$ cat src/rtl/cpu_types_pkg.sv
// Shared CPU types: pipeline controller sequencing states.
package cpu_types_pkg;

  // RUN: normal flow; DRAIN: halt seen in EX, fetch suppressed; HALTED: absorbing
  typedef enum logic [1:0] {
    RUN    = 2'd0,
    DRAIN  = 2'd1,
    HALTED = 2'd2
  } state_t;

endpackage

$ cat src/rtl/pipeline_ctrl.sv
// Hazard and sequencing controller for the five-stage pipeline: drives the
// en/flush pairs of each pipeline register and the PC enable, owns the halt
// drain sequence and keeps saturating stall/flush counters.
module pipeline_ctrl
  import cpu_types_pkg::*;
#(
  parameter int unsigned CNT_W = 16
) (
  input  logic             CLK,
  input  logic             nRST,
  input  logic             ihit,
  input  logic             dhit,
  input  logic             exmem_dREN,
  input  logic             exmem_dWEN,
  input  logic             idex_dREN,
  input  logic [4:0]       idex_wsel,
  input  logic [4:0]       ifid_rs,
  input  logic [4:0]       ifid_rt,
  input  logic             ex_mispredict,
  input  logic             idex_halt,
  input  logic             memwb_halt,
  output logic             pc_en,
  output logic             ifid_en,
  output logic             ifid_flush,
  output logic             idex_en,
  output logic             idex_flush,
  output logic             exmem_en,
  output logic             exmem_flush,
  output logic             memwb_en,
  output logic             memwb_flush,
  output logic             halt,
  output logic [CNT_W-1:0] stall_cnt,
  output logic [CNT_W-1:0] flush_cnt
);

  state_t           state_q, state_d;
  logic [CNT_W-1:0] stall_cnt_q, stall_cnt_d;
  logic [CNT_W-1:0] flush_cnt_q, flush_cnt_d;

  logic dstall, lu, mp;
  logic stall_evt, flush_evt;

  assign dstall = (exmem_dREN | exmem_dWEN) & ~dhit;
  assign lu     = idex_dREN & (idex_wsel != 5'd0) &
                  ((idex_wsel == ifid_rs) | (idex_wsel == ifid_rt));
  // A frozen EX holds the branch, so the mispredict is re-seen after the freeze.
  assign mp     = ex_mispredict & ~dstall;

  // State and performance counter registers
  always_ff @(posedge CLK or negedge nRST) begin
    if (!nRST) begin
      state_q     <= RUN;
      stall_cnt_q <= '0;
      flush_cnt_q <= '0;
    end else begin
      state_q     <= state_d;
      stall_cnt_q <= stall_cnt_d;
      flush_cnt_q <= flush_cnt_d;
    end
  end

  // Next state for the halt sequencer and saturating counter updates
  always_comb begin
    state_d     = state_q;
    stall_cnt_d = stall_cnt_q;
    flush_cnt_d = flush_cnt_q;
    unique case (state_q)
      RUN: begin
        // memwb_halt wins so a missed DRAIN entry still halts
        if (memwb_halt) begin
          state_d = HALTED;
        end else if (idex_halt && !dstall) begin
          state_d = DRAIN;
        end
      end
      DRAIN: begin
        if (memwb_halt) begin
          state_d = HALTED;
        end
      end
      HALTED:  state_d = HALTED;
      default: state_d = RUN;
    endcase
    if (stall_evt && (stall_cnt_q != '1)) begin
      stall_cnt_d = stall_cnt_q + CNT_W'(1);
    end
    if (flush_evt && (flush_cnt_q != '1)) begin
      flush_cnt_d = flush_cnt_q + CNT_W'(1);
    end
  end

  // Priority-ordered pipeline register controls, combinational from inputs and state
  always_comb begin
    pc_en       = ihit;
    ifid_en     = 1'b1;
    ifid_flush  = 1'b0;
    idex_en     = 1'b1;
    idex_flush  = 1'b0;
    exmem_en    = 1'b1;
    exmem_flush = 1'b0;
    memwb_en    = 1'b1;
    memwb_flush = 1'b0;
    stall_evt   = 1'b0;
    flush_evt   = 1'b0;
    if (state_q == HALTED) begin
      pc_en    = 1'b0;
      ifid_en  = 1'b0;
      idex_en  = 1'b0;
      exmem_en = 1'b0;
      memwb_en = 1'b0;
    end else if (dstall) begin
      // Freeze everything up to MEM, push a bubble into WB
      pc_en       = 1'b0;
      ifid_en     = 1'b0;
      idex_en     = 1'b0;
      exmem_en    = 1'b0;
      memwb_flush = 1'b1;
      stall_evt   = 1'b1;
    end else if (mp) begin
      pc_en      = 1'b1;
      ifid_flush = 1'b1;
      idex_flush = 1'b1;
      flush_evt  = 1'b1;
    end else if (lu) begin
      pc_en      = 1'b0;
      ifid_en    = 1'b0;
      idex_flush = 1'b1;
      stall_evt  = 1'b1;
    end else if (!ihit || (state_q == DRAIN)) begin
      pc_en      = 1'b0;
      ifid_flush = 1'b1;
      stall_evt  = 1'b1;
    end
  end

  assign halt      = (state_q == HALTED);
  assign stall_cnt = stall_cnt_q;
  assign flush_cnt = flush_cnt_q;

endmodule

$ cat config.mk
export PLATFORM = sky130hd
export DESIGN_NAME = pipeline_ctrl
export DESIGN_NICKNAME = d
export VERILOG_FILES = /design/src/rtl/cpu_types_pkg.sv /design/src/rtl/pipeline_ctrl.sv
export SDC_FILE = /design/constraint.sdc
export NUM_CORES = 1
export LEC_CHECK = 0
export BUFFER_PORTS_ARGS = -buffer_cell sky130_fd_sc_hd__buf_4
export CORE_MARGIN = 10
export CORE_UTILIZATION = 50
export DETAILED_ROUTE_END_ITERATION = 10
export PLACE_DENSITY = 0.8
export SYNTH_ARGS = -nofsm -noshare
export SYNTH_HDL_FRONTEND = slang
export SYNTH_SLANG_ARGS = --single-unit
$ cat constraint.sdc
create_clock -name CLK -period 3.58 [get_ports CLK]
set_input_delay 0.179 -clock CLK [delete_from_list [all_inputs] [get_ports CLK]]
set_output_delay 0.179 -clock CLK [all_outputs]
set_load 0.05 [all_outputs]
==> summary.md, run 1 <==
| Metric | Value |
|---|---|
| Status | `complete, no violations` |
| Clock Skew | `0.00934 ns` |
| CTS tree | `done` |
| Largest family of logic cells by synthesized area | `simple AND/OR/NAND/NOR gates` |
| CTS max path bufs | `2` |
| 1st-pass router iterations | `4` |
| Synth top area share | `44.0%` |
| Most frequent cell after synthesis | `dfrtp_1` |
| GPL Wtd Cong | `0.794` |
| Vias in the first global route | `1641` |
| Area leader, netlist | `dfrtp_1` |
| Adder-Cell Fraction of Synth Area | `3.89%` |
| CP startpoint kind | `flop` |
| Post-Syn Nets | `221` |
| Hold slack final | `0.0713 ns` |
| Max-Cap Viols | `0` |
| Post-synth cell types | `37` |
| GR Util All Layers | `14.2%` |
| Crit-path cells | `inv_1 -> ha_1 -> inv_1 -> and2_1 -> nor2b_1 -> buf_4` |
| Seq/Total Area, Yosys | `44.0%` |
| CP required | `3.40 ns` |
| Nets@finish | `289` |
| DR vias/cell | `5.18` |
| I/O pin total | `67` |
| Final min period | `2.00 ns` |
| FF-to-FF Start | `state_q[0]` |
| Clock-pin slew on the worst setup and hold paths | `0.07 ns` |
| WL final | `4.65 mm` |
| Synthesis-to-finish area growth | `31.7%` |
| VDD IR max | `0.487 mV` |
| Clk_lat worst skew | `0.28 ns` |
| Crit Path Class | `flop to primary output` |
| DR iter-0 viols | `65` |
| Ant diodes | `0` |
| Residual DRC | `0` |
| Row count | `22` |
| Antenna Nets Post-Route | `0` |
| CP top delay family | `simple AND/OR/NAND/NOR gates` |
| Final setup vio count | `0` |
| Core area | `3690 um^2` |
| Pwr dens | `582 nW/um^2` |
| Initial antenna violation count | `0` |
| Syn_area_per_cell | `10.2 um^2` |
| Portion of netlist area occupied by mux cells | `1.17%` |
| Crit. End Element | `primary output` |
| Clock root cell | `clkbuf_8` |
| Starting Density | `52.4%` |
| Worst setup margin | `1.58 ns` |
| Slew Limit Fails | `0` |
| Setup TNS after final layout | `0 ns` |
| Reg-to-Reg End | `flush_cnt[13]` |
| Ys flop type | `dfrtp_1` |
| Placement Cell Area | `2440 um^2` |
| Fraction of the mapped netlist area in simple logic gates | `22.9%` |
| Final hold vios | `0` |
| DR vias | `1591` |
| Final design area excluding fillers | `2540 um^2` |
| Reg2reg path depth | `8` |
| Achievable Freq | `501 MHz` |
| Input/output buffers | `65` |
| CP arrival | `1.82 ns` |
| Chip height | `82.2 um` |
| Complex-gate fraction of the synthesized area | `6.74%` |
| Largest net degree at the start of global routing | `35` |
| DP Worst Slack | `1.60 ns` |
| Unrepaired setup endpoints after global routing | `no` |
| Synthesized flop and latch total | `34` |
| Clk sink count | `34` |
| Post-synth EDFFs | `0` |
| Async SR Flop Fraction | `100%` |
| Die Wd | `82.2 um` |
| Reg2reg setup slack | `1.58 ns` |
| Hold Path Stages | `2` |
| Top post-synthesis cells by count | `dfrtp_1, xnor2_1, nand2_1` |
| Global-route wire length before repair | `7.45 mm` |
| DR WL/cell | `15.1 um` |
| Leak Pwr | `1.21 nW` |
| Hold crit path type | `input port to flop` |
| Full die area | `6750 um^2` |
| Synth Instances | `190` |
| Slowest-stage cell, CP | `dfrtp_1` |
| Fin crit share | `55.7%` |
| Top cells by area, synth | `dfrtp_1, xnor2_1, xor2_1` |
| Num CTS Buffers | `5` |
| Synth Cell Area | `1930 um^2` |
| Crit path max fanout | `8` |
| Layout cell share with drive strength beyond 1 | `31.3%` |
| Max incr delay on CP | `0.39 ns` |
| Power Total | `1.48 mW` |
| Synth warnings | `0` |
| Xor and xnor area share after synthesis | `18.1%` |
| Dpl hpwl | `3.67 mm` |
| Hold path endpoint | `state_q[0]` |
| Global route total overflow | `0` |
| H-tree levels | `2` |
| Most used cell, CP | `inv_1` |
| Worst path bufs/invs | `3` |
| Hold_sp | `memwb_halt` |
-- layout make-up --
type / count / area (um^2)
clock buffers: 7 / 86.3
well taps: 48 / 60.1
fillers: 314 / 1140
multi-input cells: 146 / 1020
inverters: 5 / 18.8
repair buffers: 66 / 498
clock inverters: 1 / 5.00
flip-flops and latches: 34 / 851
-- cells in the final DEF, fill, tap and decap left out, types with 3 or more instances in the layout --
cell type / instances
a21oi_1: 4
and2_1: 3
and3_1: 6
buf_4: 65
clkbuf_8: 6
dfrtp_1: 34
ha_1: 6
inv_1: 5
nand2_1: 15
nand3_1: 14
nand4_1: 13
nor2_1: 14
nor2b_1: 3
nor3_1: 4
o21a_1: 5
xnor2_1: 26
xor2_1: 14
-- cell families after synthesis --
group | after synthesis
simple gates | 81
xor+xnor | 40
flops | 34
compound gates | 16
buf+inv | 10
fa+ha+maj | 6
mux | 2
other cells | 1
-- through the flow --
step / std cells / util [%]
2_1_floorplan: 190 / -
3_3_place_gp: 298 / 66.2
3_5_place_dp: 298 / 66.2
4_1_cts: 307 / 69.0
5_1_grt: 307 / 69.0
6_report: 307 / 69.0
-- per-layer routing --
layer	share of wire, %	vias up	track usage, %
li1	-	785	-
met1	39	750	15.7
met2	51	56	24.8
met3	9.6	0	5.40
met4	0	0	4.08
met5	0	-	0
-- state kept, by name (all words and copies together), names as in the netlist --
register / count
stall_cnt: 16
flush_cnt: 16
state_q: 2
-- how the worst max path moves through the flow --
stage | slack (ns) | cells past startpoint | to | start
6_report | 1.58 | 6 | pc_en | state_q[0]
3_3_place_gp | 1.67 | 8 | flush_cnt[13] | state_q[0]
2_1_floorplan | 0.95 | 6 | pc_en | state_q[0]
3_5_place_dp | 1.60 | 8 | flush_cnt[13] | state_q[0]
4_1_cts | 1.57 | 6 | pc_en | state_q[0]
5_1_grt | 1.36 | 8 | flush_cnt[10] | state_q[0]
-- power by group --
part	internal, mW	switching (mW)	total (mW)
clock	0.155	0.136	0.291
sequential	0.441	0.0733	0.515
combinational	0.218	0.458	0.675
total	0.814	0.666	1.48
-- worst reg2reg max path: stages, from the launching register on --
cell and delay [ns]:
dfrtp_1 0.39, inv_1 0.08, ha_1 0.24, inv_1 0.11, and2_1 0.30, nand3_2 0.16, nor4_4 0.34, nand3_1 0.13
xnor2_1 0.13
-- what timing repair did --
item	4_1_cts	5_1_grt
hold buffers	1	0
gates resized for setup	0	0
endpoints found under the hold margin	34	0
buffers inserted	0	0
Power figures use the tool's default switching activity.
==> run 2: changes to the inputs <==
- CORE_UTILIZATION: 50 -> 45
- PLACE_DENSITY: 0.8 -> 0.76
- clock period: 3.58 -> 1.8 ns (I/O delays scaled with it)
==> summary.md, run 2 (synthesis results as in run 1) <==
| Metric | Value |
|---|---|
| Worst setup margin | `0.0543 ns` |
| Worst path bufs/invs | `3` |
| Crit-path cells | `buf_4 -> ha_4 -> clkinvlp_4 -> and2_4 -> o21a_1 -> buf_4` |
| CTS max path bufs | `2` |
| Clk_lat worst skew | `0.29 ns` |
| Starting Density | `47.3%` |
| Hold crit path type | `input port to flop` |
| Ant diodes | `0` |
| Pwr dens | `1140 nW/um^2` |
| DR WL/cell | `14.8 um` |
| Final Non-Filler Cells | `319` |
| Core area | `4090 um^2` |
| Leak Pwr | `1.26 nW` |
| Final setup vio count | `0` |
| CP startpoint kind | `flop` |
| Slew Limit Fails | `0` |
| Crit. End Element | `primary output` |
| Dpl hpwl | `3.80 mm` |
| Max incr delay on CP | `0.41 ns` |
| Slowest-stage cell, CP | `dfrtp_1` |
| Clock Skew | `0.00456 ns` |
| I/O pin total | `67` |
| Layout cell share with drive strength beyond 1 | `39.4%` |
| WL final | `4.73 mm` |
| Input/output buffers | `65` |
| DR vias | `1618` |
| Commonest non-fill, non-tap cell in the layout | `buf_4` |
| Clk sink count | `34` |
| Full die area | `7310 um^2` |
| Largest net degree at the start of global routing | `35` |
| Row count | `23` |
| Chip height | `85.5 um` |
| Hold path endpoint | `state_q[0]` |
| Max-Cap Viols | `0` |
| Nets@finish | `299` |
| Finished Core Util | `66.0%` |
| Reg2reg path depth | `8` |
| Num CTS Buffers | `5` |
| Reg2reg setup slack | `0.06 ns` |
| 1st-pass router iterations | `5` |
| Final design area excluding fillers | `2700 um^2` |
| Most used cell, CP | `buf_4` |
| Vias in the first global route | `1788` |
| Synthesis-to-finish area growth | `39.6%` |
| Clock-pin slew on the worst setup and hold paths | `0.07 ns` |
| DR vias/cell | `5.07` |
| Fillcell total | `344` |
| Final min period | `1.75 ns` |
| CP arrival | `1.66 ns` |
| DP Worst Slack | `0.0736 ns` |
| Status | `complete, no violations` |
| VDD IR max | `0.897 mV` |
| Initial antenna violation count | `0` |
| Global route total overflow | `0` |
| CP required | `1.71 ns` |
| Antenna Nets Post-Route | `0` |
| Hold_sp | `idex_halt` |
| Placement Cell Area | `2560 um^2` |
| Hold Path Stages | `5` |
| CTS tree | `done` |
| Hold slack final | `0.185 ns` |
| DR iter-0 viols | `43` |
| Crit path max fanout | `8` |
| Most frequent cells in the layout | `buf_4, xnor2_1, dfrtp_1` |
| H-tree levels | `2` |
| Final hold vios | `0` |
| Achievable Freq | `573 MHz` |
| Reg-to-Reg End | `flush_cnt[13]` |
| CP top delay family | `buffers and inverters` |
| Residual DRC | `0` |
| GPL Wtd Cong | `0.781` |
| Global-route wire length before repair | `8.01 mm` |
| Die Wd | `85.5 um` |
| Fin crit share | `97.0%` |
| GR Util All Layers | `13.2%` |
| Placed Instances | `308` |
| Clock root cell | `clkbuf_8` |
| Crit Path Class | `flop to primary output` |
| FF-to-FF Start | `state_q[1]` |
-- run 2: per-stage QoR --
stage / total power, mW / setup TNS, ns
after floorplan: 2.07 / -0.925
after global placement: 2.46 / 0
after detailed placement: 2.49 / 0
after CTS: 3.08 / 0
after global routing: 3.24 / -0.00219
final: 3.08 / 0
-- run 2: per-layer routing --
layer  up-vias  global-route usage (%)  routed length (um)
met5         -                       0                   0
met4         0                    5.24                  51
met3         5                    4.54                 347
met2        44                    24.0                2560
met1       765                    13.5                1770
li1        804                       -                   -
-- run 2: worst max-delay path by stage --
stage,startpoint,end,slack [ns],cells after the start
after floorplan,state_q[0],flush_cnt[13],-0.13,9
after global placement,flush_cnt[0],flush_cnt[1],0.11,6
after CTS,state_q[1],ifid_flush,0.02,7
after detailed placement,flush_cnt[0],flush_cnt[9],0.07,7
final,state_q[1],ifid_en,0.05,6
after global routing,stall_cnt[0],stall_cnt[1],-0.002,6
-- run 2: timing repair --
item                       CTS  global route
hold endpoints to repair    35             0
hold buffers                 2             0
setup endpoints to repair    0            10
resized for setup            0             5
setup buffers                0             1
-- run 2: layout make-up --
cell class | instances | area [um^2] | share of cell area, %
multi-input combinational | 146 | 1070 | 39.7
clock buffer | 7 | 86.3 | 3.20
sequential | 34 | 862 | 32.0
clock inverter | 1 | 5.00 | 0.186
inverter | 5 | 22.5 | 0.835
timing repair buffer | 76 | 587 | 21.8
tap | 50 | 62.6 | 2.32
-- run 2: power by group --
group / internal, mW / switching, mW / leakage, nW / total (mW)
sequential: 0.889 / 0.140 / 0.439 / 1.03
clock: 0.308 / 0.272 / 0.0482 / 0.580
combinational: 0.511 / 0.954 / 0.770 / 1.47
-- run 2: worst min-delay path, delay by kind of cell --
kind / cells / cell delay [ns]
AND/OR/NAND/NOR: 4 / 0.24
buffers and inverters: 1 / 0.11
